**src/rtl/udma_adc_ch_demux.sv**
```systemverilog
// Channel demultiplexer between the ADC sampling front-end and the per-channel uDMA RX ports.
// Samples are buffered in a small FIFO and then routed with valid/ready, one word per cycle.
module udma_adc_ch_demux #(
  parameter int unsigned ADC_NUM_CHS    = 8,
  parameter int unsigned ADC_DATA_WIDTH = 12,
  parameter int unsigned ADC_ID_WIDTH   = 4,
  parameter int unsigned FIFO_DEPTH     = 4
) (
  input  logic                                clk_i,
  input  logic                                rstn_i,
  input  logic                                adc_valid_i,
  input  logic [ADC_DATA_WIDTH-1:0]           adc_data_i,
  input  logic [ADC_ID_WIDTH-1:0]             adc_ch_i,
  input  logic                                cfg_single_ch_mode_i,
  input  logic [ADC_NUM_CHS-1:0]              cfg_rx_en_i,
  input  logic                                ovf_clr_i,
  output logic [ADC_NUM_CHS-1:0][31:0]        data_rx_o,
  output logic [ADC_NUM_CHS-1:0]              data_rx_valid_o,
  input  logic [ADC_NUM_CHS-1:0]              data_rx_ready_i,
  output logic [1:0]                          data_rx_datasize_o,
  output logic                                overflow_o,
  output logic [15:0]                         drop_cnt_o
);

  localparam int unsigned PTR_W   = $clog2(FIFO_DEPTH);
  localparam int unsigned CH_W    = (ADC_NUM_CHS > 1) ? $clog2(ADC_NUM_CHS) : 1;
  localparam int unsigned ENTRY_W = ADC_ID_WIDTH + ADC_DATA_WIDTH;
  localparam int unsigned CNT_W   = 16;

  typedef enum logic {ST_IDLE, ST_SEND} state_e;

  state_e                          r_state, w_state_nxt;
  logic [ENTRY_W-1:0]              r_mem [FIFO_DEPTH];
  logic [PTR_W:0]                  r_wr_ptr, r_rd_ptr;
  logic [CH_W-1:0]                 r_target;
  logic [ADC_NUM_CHS-1:0]          r_valid, w_valid_nxt;
  logic [ADC_NUM_CHS-1:0][31:0]    r_data, w_data_nxt;
  logic                            r_ovf;
  logic [CNT_W-1:0]                r_cnt;

  logic                            w_empty, w_full, w_push, w_pop, w_lost;
  logic                            w_disc, w_load, w_clear, w_hs, w_tgt_ok;
  logic [ENTRY_W-1:0]              w_head;
  logic [ADC_ID_WIDTH-1:0]         w_head_tag, w_tgt;
  logic [ADC_DATA_WIDTH-1:0]       w_head_data;
  logic [CH_W-1:0]                 w_tgt_idx;
  logic [31:0]                     w_word;
  logic [1:0]                      w_inc;
  logic [CNT_W-1:0]                w_cnt_base, w_cnt_nxt;
  logic [CNT_W:0]                  w_cnt_sum;

  // FIFO status and head decode; routing target is resolved at pop time
  assign w_empty     = (r_wr_ptr == r_rd_ptr);
  assign w_full      = (r_wr_ptr[PTR_W] != r_rd_ptr[PTR_W]) &&
                       (r_wr_ptr[PTR_W-1:0] == r_rd_ptr[PTR_W-1:0]);
  assign w_head      = r_mem[r_rd_ptr[PTR_W-1:0]];
  assign w_head_tag  = w_head[ENTRY_W-1 -: ADC_ID_WIDTH];
  assign w_head_data = w_head[ADC_DATA_WIDTH-1:0];
  assign w_tgt       = cfg_single_ch_mode_i ? '0 : w_head_tag;
  assign w_tgt_idx   = CH_W'(w_tgt);
  assign w_tgt_ok    = (32'(w_tgt) < ADC_NUM_CHS) && cfg_rx_en_i[w_tgt_idx];
  assign w_word      = {4'(w_head_tag), 28'(w_head_data)};
  assign w_hs        = r_valid[r_target] & data_rx_ready_i[r_target];

  // A full FIFO still accepts a sample when the head leaves in the same cycle
  assign w_push = adc_valid_i && (!w_full || w_pop);
  assign w_lost = adc_valid_i && !w_push;

  always_comb begin
    w_state_nxt = r_state;
    w_pop       = 1'b0;
    w_disc      = 1'b0;
    w_load      = 1'b0;
    w_clear     = 1'b0;
    unique case (r_state)
      ST_IDLE: begin
        if (!w_empty) begin
          w_pop = 1'b1;
          if (w_tgt_ok) begin
            w_load      = 1'b1;
            w_state_nxt = ST_SEND;
          end else begin
            w_disc = 1'b1;
          end
        end
      end
      ST_SEND: begin
        if (w_hs) begin
          if (!w_empty) begin
            w_pop = 1'b1;
            if (w_tgt_ok) begin
              w_load = 1'b1;
            end else begin
              w_disc      = 1'b1;
              w_clear     = 1'b1;
              w_state_nxt = ST_IDLE;
            end
          end else begin
            w_clear     = 1'b1;
            w_state_nxt = ST_IDLE;
          end
        end else if (!cfg_rx_en_i[r_target]) begin
          w_disc      = 1'b1;
          w_clear     = 1'b1;
          w_state_nxt = ST_IDLE;
        end
      end
      default: w_state_nxt = ST_IDLE;
    endcase

    w_valid_nxt = r_valid;
    w_data_nxt  = r_data;
    if (w_load) begin
      w_valid_nxt            = '0;
      w_data_nxt             = '0;
      w_valid_nxt[w_tgt_idx] = 1'b1;
      w_data_nxt[w_tgt_idx]  = w_word;
    end else if (w_clear) begin
      w_valid_nxt = '0;
      w_data_nxt  = '0;
    end
  end

  // Lost push and discarded pop can coincide, so the counter may step by two
  assign w_inc      = 2'(w_lost) + 2'(w_disc);
  assign w_cnt_base = ovf_clr_i ? '0 : r_cnt;
  assign w_cnt_sum  = (CNT_W+1)'(w_cnt_base) + (CNT_W+1)'(w_inc);
  assign w_cnt_nxt  = w_cnt_sum[CNT_W] ? {CNT_W{1'b1}} : w_cnt_sum[CNT_W-1:0];

  always_ff @(posedge clk_i) begin
    if (w_push) r_mem[r_wr_ptr[PTR_W-1:0]] <= {adc_ch_i, adc_data_i};
  end

  always_ff @(posedge clk_i or negedge rstn_i) begin
    if (!rstn_i) begin
      r_state  <= ST_IDLE;
      r_wr_ptr <= '0;
      r_rd_ptr <= '0;
      r_target <= '0;
      r_valid  <= '0;
      r_data   <= '0;
      r_ovf    <= 1'b0;
      r_cnt    <= '0;
    end else begin
      r_state <= w_state_nxt;
      if (w_push) r_wr_ptr <= r_wr_ptr + 1'b1;
      if (w_pop)  r_rd_ptr <= r_rd_ptr + 1'b1;
      if (w_load) r_target <= w_tgt_idx;
      r_valid <= w_valid_nxt;
      r_data  <= w_data_nxt;
      r_ovf   <= w_lost | (r_ovf & ~ovf_clr_i);
      r_cnt   <= w_cnt_nxt;
    end
  end

  assign data_rx_o          = r_data;
  assign data_rx_valid_o    = r_valid;
  assign data_rx_datasize_o = 2'b10;
  assign overflow_o         = r_ovf;
  assign drop_cnt_o         = r_cnt;

endmodule

```
**config.mk**
```make
export PLATFORM = sky130hd
export DESIGN_NAME = udma_adc_ch_demux
export DESIGN_NICKNAME = d
export VERILOG_FILES = /design/src/rtl/udma_adc_ch_demux.sv
export SDC_FILE = /design/constraint.sdc
export NUM_CORES = 1
export LEC_CHECK = 0
export CAP_MARGIN = 10
export CORE_MARGIN = 1
export CORE_UTILIZATION = 43
export DETAILED_ROUTE_END_ITERATION = 10
export GPL_ROUTABILITY_DRIVEN = 0
export PLACE_DENSITY = 0.88
export SLEW_MARGIN = 20
export SYNTH_ARGS = -nofsm -noshare
export SYNTH_HDL_FRONTEND = slang
export SYNTH_SLANG_ARGS = --single-unit
```
**constraint.sdc**
```tcl
create_clock -name clk_i -period 4 [get_ports clk_i]
set_input_delay 0.6 -clock clk_i [delete_from_list [all_inputs] [get_ports clk_i]]
set_output_delay 0.6 -clock clk_i [all_outputs]
set_load 0.02 [all_outputs]
```
==> flow_summary.toml, run 1 <==
[placed_design]
placed_cell_area_um2 = 12200
dp.cells = 1370
io_buffers = 189
place_hpwl_mm = 18.5

[routing]
wl_mm = 27.3
viasPerCell = 5.41
drt_iter0_drc = 727
vias = 7648
wl_per_cell_um = 19.3
drt-pass1-iter-count = 6
ant_nets = 0
drc = 0

[setup_path]
cp.required_ns = 4.42
crit_arrival_ns = 4.11
cp-start-kind = "flop"
crit_path_end_kind = "flop"
path_class = "reg -> reg"
path_max_fanout = 9

[logic_synthesis]
synth-seq-cells = 227
syn_area_um2 = 10500
netlist_top_cells_area = "dfrtp_1 39%, edfxtp_1 18%, buf_4 9.4%, o21ai_0 6.4%, o22ai_1 6.3%"
yosysUniqueCellTypes = 50
netlist.area_leader.share_pct = 39.0
ys_top_cells_by_count = "163 x dfrtp_1, 134 x o21ai_0, 131 x buf_4"
syn_inst = 898
ys_seq_area_share_pct = 57.3
yosys_warnings = 0
yosysTopAreaCell = "dfrtp_1"
synth_edf_count = 64
synth_most_common_cell = "dfrtp_1"
async_reset_ff_share_pct = 71.8
synth.avg_cell_area_um2 = 11.7
ys.flop_type = "dfrtp_1"

[sta]
holdWs_ns = 0.0914
worst_pin_slew_ns = 1.10
fin_skew_ns = 0.0151
maxSlewViolCount = 0
setup_viol = 0
period_needed_ns = 3.69
fin_setup_tns_ns = 0
fin_crit_sh_pct = 92.2
fmax_ghz = 0.271
rsz0062_at_grt = "no"
slew_headroom_pct = 26.9
hold_viol_final = 0

[cells_and_area]
multi_input_area_um2 = 3550
area_growth_pct = 24.5
drive_above_1_share_pct = 11.1
fin_nets = 1121
antenna_cells = 0
num-fill-cells = 1905
design_area_um2 = 13000
regArea_um2 = 6000
final_cells = 1414

[status]
status = "complete, no violations"

[floorplanning]
initial_utilization_pct = 44.2
rows = 56
boundaryPins = 320
die_h_um = 158
coreArea_um2 = 23700
die_w_um = 158
dieArea_um2 = 25000

[pwr]
ir_drop_v = 0.000379
power_leakage_nw = 5.42
p_switching_mw = 3.84
p_per_area_nw_per_um2 = 718
seqPwrFrac_pct = 33.3
power_frac_clock_pct = 24.6
combPwrFrac_pct = 42.1
p_int_mw = 5.51
swShare_pct = 41.1

[clock_network]
htree_levels = 1
cts_hold_buf = 0
cts.sinks = 227
cts_root_buffer = "clkbuf_16"
clk_pin_slew_ns = 0.06
cts_resized = 0
cts.path.max_buffers = 3
numCtsBuffers = 24
cts_tree = "built"
cts_setup_buffers = 0
insertion_delay_ns = 0.52

[global_routing]
grt_pass1_wl_mm = 41.5
grt_use_total_pct = 21.7
grt_pass1_vias = 7435
grt_max_degree = 122
gr-total-overflow = 0
grt_antenna_before_repair = 0

[min_path]
worstHoldPathType = "in -> async"

[run]
drv_cap = 0
## critical path, stage by stage, from the launching register on
cell	delay [ns]
dfrtp_1	0.49
mux4_2	0.66
nor4_1	0.33
a31oi_1	0.06
and4_1	0.22
nand2b_1	0.15
o21ai_0	0.09
fa_1	0.23
buf_4	0.13
nand2_1	0.05
or3b_2	0.48
nor4_1	0.27
nand2_1	0.11
xor2_1	0.15
o21ai_0	0.19
## power groups by stage
stage                     sequential [mW]  combinational [mW]  clock [mW]
final                                3.12                3.93        2.30
after global routing                 3.16                4.23        2.43
after CTS                            3.12                3.92        2.35
after detailed placement             3.16                3.89           0
after global placement               3.13                3.83           0
after floorplan                      3.35                2.38           0
## metrics by stage
stage | total power [mW] | setup WS [ns] | utilization, %
final | 9.35 | 0.311 | 55.0
after global routing | 9.82 | 0.0727 | 55.0
after CTS | 9.39 | 0.316 | 55.0
after detailed placement | 7.05 | 0.0637 | 51.5
after global placement | 6.97 | 0.163 | 51.5
after floorplan | 5.74 | 0.253 | -
## registers in the layout, summed over array words and instances (netlist names)
register / cells
r_wr_ptr: 3
data_rx_o: 128
r_target: 3
data_rx_valid_o: 8
overflow_o: 1
r_state: 1
r_rd_ptr: 3
r_mem: 64
drop_cnt_o: 16
## final cells by class
cell class | count | share of cell area [%]
inverters | 24 | 0.691
clock inverters | 19 | 1.64
flip-flops and latches | 227 | 46.1
repair buffers | 223 | 16.6
multi-input cells | 577 | 27.3
clock buffers | 25 | 4.71
well taps | 319 | 3.06
## path summary, 6_finish.rpt
kind                                          from                    endpoint  slack, ns  cells past startpoint
min in group clk_i         r_rd_ptr[2]$_DFFE_PN0P_     r_rd_ptr[2]$_DFFE_PN0P_       0.49                      1
min                                         rstn_i     drop_cnt_o[8]$_DFF_PN0_       0.09                      1
min reg2reg                r_rd_ptr[2]$_DFFE_PN0P_     r_rd_ptr[2]$_DFFE_PN0P_       0.49                      1
max                        r_rd_ptr[0]$_DFFE_PN0P_    drop_cnt_o[13]$_DFF_PN0_       0.31                     14
max in group asynchronous                   rstn_i  data_rx_o[166]$_DFFE_PN0P_       2.93                      2
max reg2reg                r_rd_ptr[0]$_DFFE_PN0P_    drop_cnt_o[13]$_DFF_PN0_       0.31                     14
## kinds of logic after synthesis
logic type | count (synthesis) | share of synthesized area [%]
multiplexers | 28 | 4.90
flip-flops | 227 | 57.3
AND/OR/NAND/NOR | 126 | 6.44
adder cells (fa/ha/maj) | 7 | 0.908
XOR/XNOR | 17 | 1.42
buffers and inverters | 222 | 13.6
other | 2 | 0.0717
AO/OA/AOI/OAI | 269 | 15.4
## layout by cell type, fill, tap and decap left out, types with 4 or more instances in the layout
cell and count:
clkdlybuf4s50_1 188, dfrtp_1 163, o21ai_0 134, conb_1 130
o22ai_1 106, edfxtp_1 64, nand2_1 43, buf_4 33
clkbuf_16 24, inv_1 23, nor3b_1 19, mux4_2 18
nor2_1 16, nand3_1 12, o22ai_2 12, xnor2_1 10
and3_1 7, xor2_1 7, mux2_2 6, ha_1 6
nand2b_1 5, mux2i_1 4, inv_6 4, clkinv_4 4
## routing by layer
metal / part of all wire, % / up-vias / track usage (%)
met2: 50 / 401 / 36.5
met1: 39 / 3827 / 27.3
met4: 3.1 / 0 / 8.38
li1: - / 3353 / -
met3: 8.2 / 67 / 4.87
met5: 0 / - / 0
Power figures use the tool's default switching activity.
==> run 2: changes to the inputs <==
- SLEW_MARGIN: 20 -> 25
==> flow_summary.toml, run 2 (synthesis gave the netlist of run 1 again) <==
[status]
status = "complete, no violations"

[floorplanning]
dieArea_um2 = 25000
die_w_um = 158
coreArea_um2 = 23700
die_h_um = 158
initial_utilization_pct = 44.2
rows = 56
boundaryPins = 320

[routing]
viasPerCell = 5.42
drt-pass1-iter-count = 5
drc = 0
wl_per_cell_um = 19.4
wl_mm = 27.3
ant_nets = 0
vias = 7661
drt_iter0_drc = 664

[global_routing]
grt_antenna_before_repair = 0
gr-total-overflow = 0
grt_pass1_wl_mm = 41.4
grt_max_degree = 122
grt_use_total_pct = 21.7
grt_pass1_vias = 7450

[setup_path]
cp_cell_sequence = "mux4_2, nor4_1, a31oi_1, and4_1, nand2b_1, o21ai_0, fa_1, buf_4, nand2_1, or3b_2, nor4_1, nand2_1, xor2_1, o21ai_0"
path_class = "reg -> reg"
crit_buf_inv = 1
r2r_slack_ns = 0.27
path_max_fanout = 9
cp.required_ns = 4.41
crit_arrival_ns = 4.14
cp_slowest_stage_delay_ns = 0.66
cp_top_family = "simple AND/OR/NAND/NOR gates"
slowest_stage = "mux4_2"
crit_path_end_kind = "flop"
cp-start-kind = "flop"

[clock_network]
cts_hold_buf = 0
insertion_delay_ns = 0.51
clk_pin_slew_ns = 0.06
cts_root_buffer = "clkbuf_16"
cts_tree = "built"
numCtsBuffers = 24
cts.path.max_buffers = 3
cts_resized = 0
cts.sinks = 227
cts_setup_buffers = 0
htree_levels = 1

[sta]
fin_crit_sh_pct = 93.2
slew_headroom_pct = 33.4
fin_setup_tns_ns = 0
fin_skew_ns = 0.0106
setup_viol = 0
period_needed_ns = 3.73
fmax_ghz = 0.268
rsz0062_at_grt = "no"
hold_viol_final = 0
worst_pin_slew_ns = 0.995
maxSlewViolCount = 0

[cells_and_area]
design_area_um2 = 13000
fin_nets = 1121
antenna_cells = 0
largest_register_ff_count = 128
area_growth_pct = 24.5
final_cell_mix = "188 x clkdlybuf4s50_1, 163 x dfrtp_1, 134 x o21ai_0"
drive_above_1_share_pct = 10.7
final_common_cell = "clkdlybuf4s50_1"

[run]
drv_cap = 0

[pwr]
p_per_area_nw_per_um2 = 717
ir_drop_v = 0.000396
power_leakage_nw = 5.42

[placed_design]
io_buffers = 189
placed_cell_area_um2 = 12200
place_hpwl_mm = 18.5

[min_path]
worstHoldPathType = "in -> async"
==> run 2: cell types whose count changed in the layout (fill, tap and decap cells not counted) <==
cell and delta:
clkinv_1 -1, clkinv_4 -2, buf_4 -1, bufinv_16 +1, clkbuf_1 +4, buf_6 +1, inv_6 -3
==> run 2: area by class of cell <==
| type | count | area (um^2) |
|---|---|---|
| fill | 1907 | 10700 |
| sequential | 227 | 6000 |
| multi-input combinational | 577 | 3550 |
| timing repair buffer | 223 | 2160 |
| clock buffer | 29 | 629 |
| tap | 319 | 399 |
| clock inverter | 14 | 196 |
| inverter | 24 | 90.1 |
==> run 2: final timing paths <==
kind	cells after the start	to	start
max in group asynchronous	2	data_rx_o[233]$_DFFE_PN0P_	rstn_i
worst min-delay path	1	drop_cnt_o[8]$_DFF_PN0_	rstn_i
worst max register to register	14	drop_cnt_o[13]$_DFF_PN0_	r_rd_ptr[0]$_DFFE_PN0P_
min in group clk_i	1	r_wr_ptr[2]$_DFFE_PN0P_	r_wr_ptr[2]$_DFFE_PN0P_
worst max-delay path	14	drop_cnt_o[13]$_DFF_PN0_	r_rd_ptr[0]$_DFFE_PN0P_
worst min register to register	1	r_wr_ptr[2]$_DFFE_PN0P_	r_wr_ptr[2]$_DFFE_PN0P_
==> run 2: metrics by stage <==
stage	total power [mW]	hold slack [ns]	instances	utilization, %	setup WS [ns]
global route	9.81	0.158	1413	55.0	0.0616
CTS	9.39	0.131	1413	55.0	0.307
floorplan	5.74	0.304	1026	-	0.253
finish	9.35	0.0915	1413	55.0	0.271
global placement	6.97	0.477	1370	51.5	0.163
detailed placement	7.06	0.484	1370	51.5	0.0559
==> run 2: layer usage <==
layer	up-vias	routed length (um)	global-route usage (%)	share of wire, %
met1	3851	10900	27.8	40
li1	3354	-	-	-
met4	0	668	7.14	2.4
met3	52	2120	4.65	7.8
met2	404	13700	36.4	50
met5	-	0	0	0
==> run 2: where the power goes <==
| group | internal [mW] | total [mW] | switching (mW) |
|---|---|---|---|
| combinational | 1.34 | 3.93 | 2.59 |
| clock | 1.39 | 2.30 | 0.908 |
| sequential | 2.84 | 3.12 | 0.286 |
| total | 5.57 | 9.35 | 3.78 |
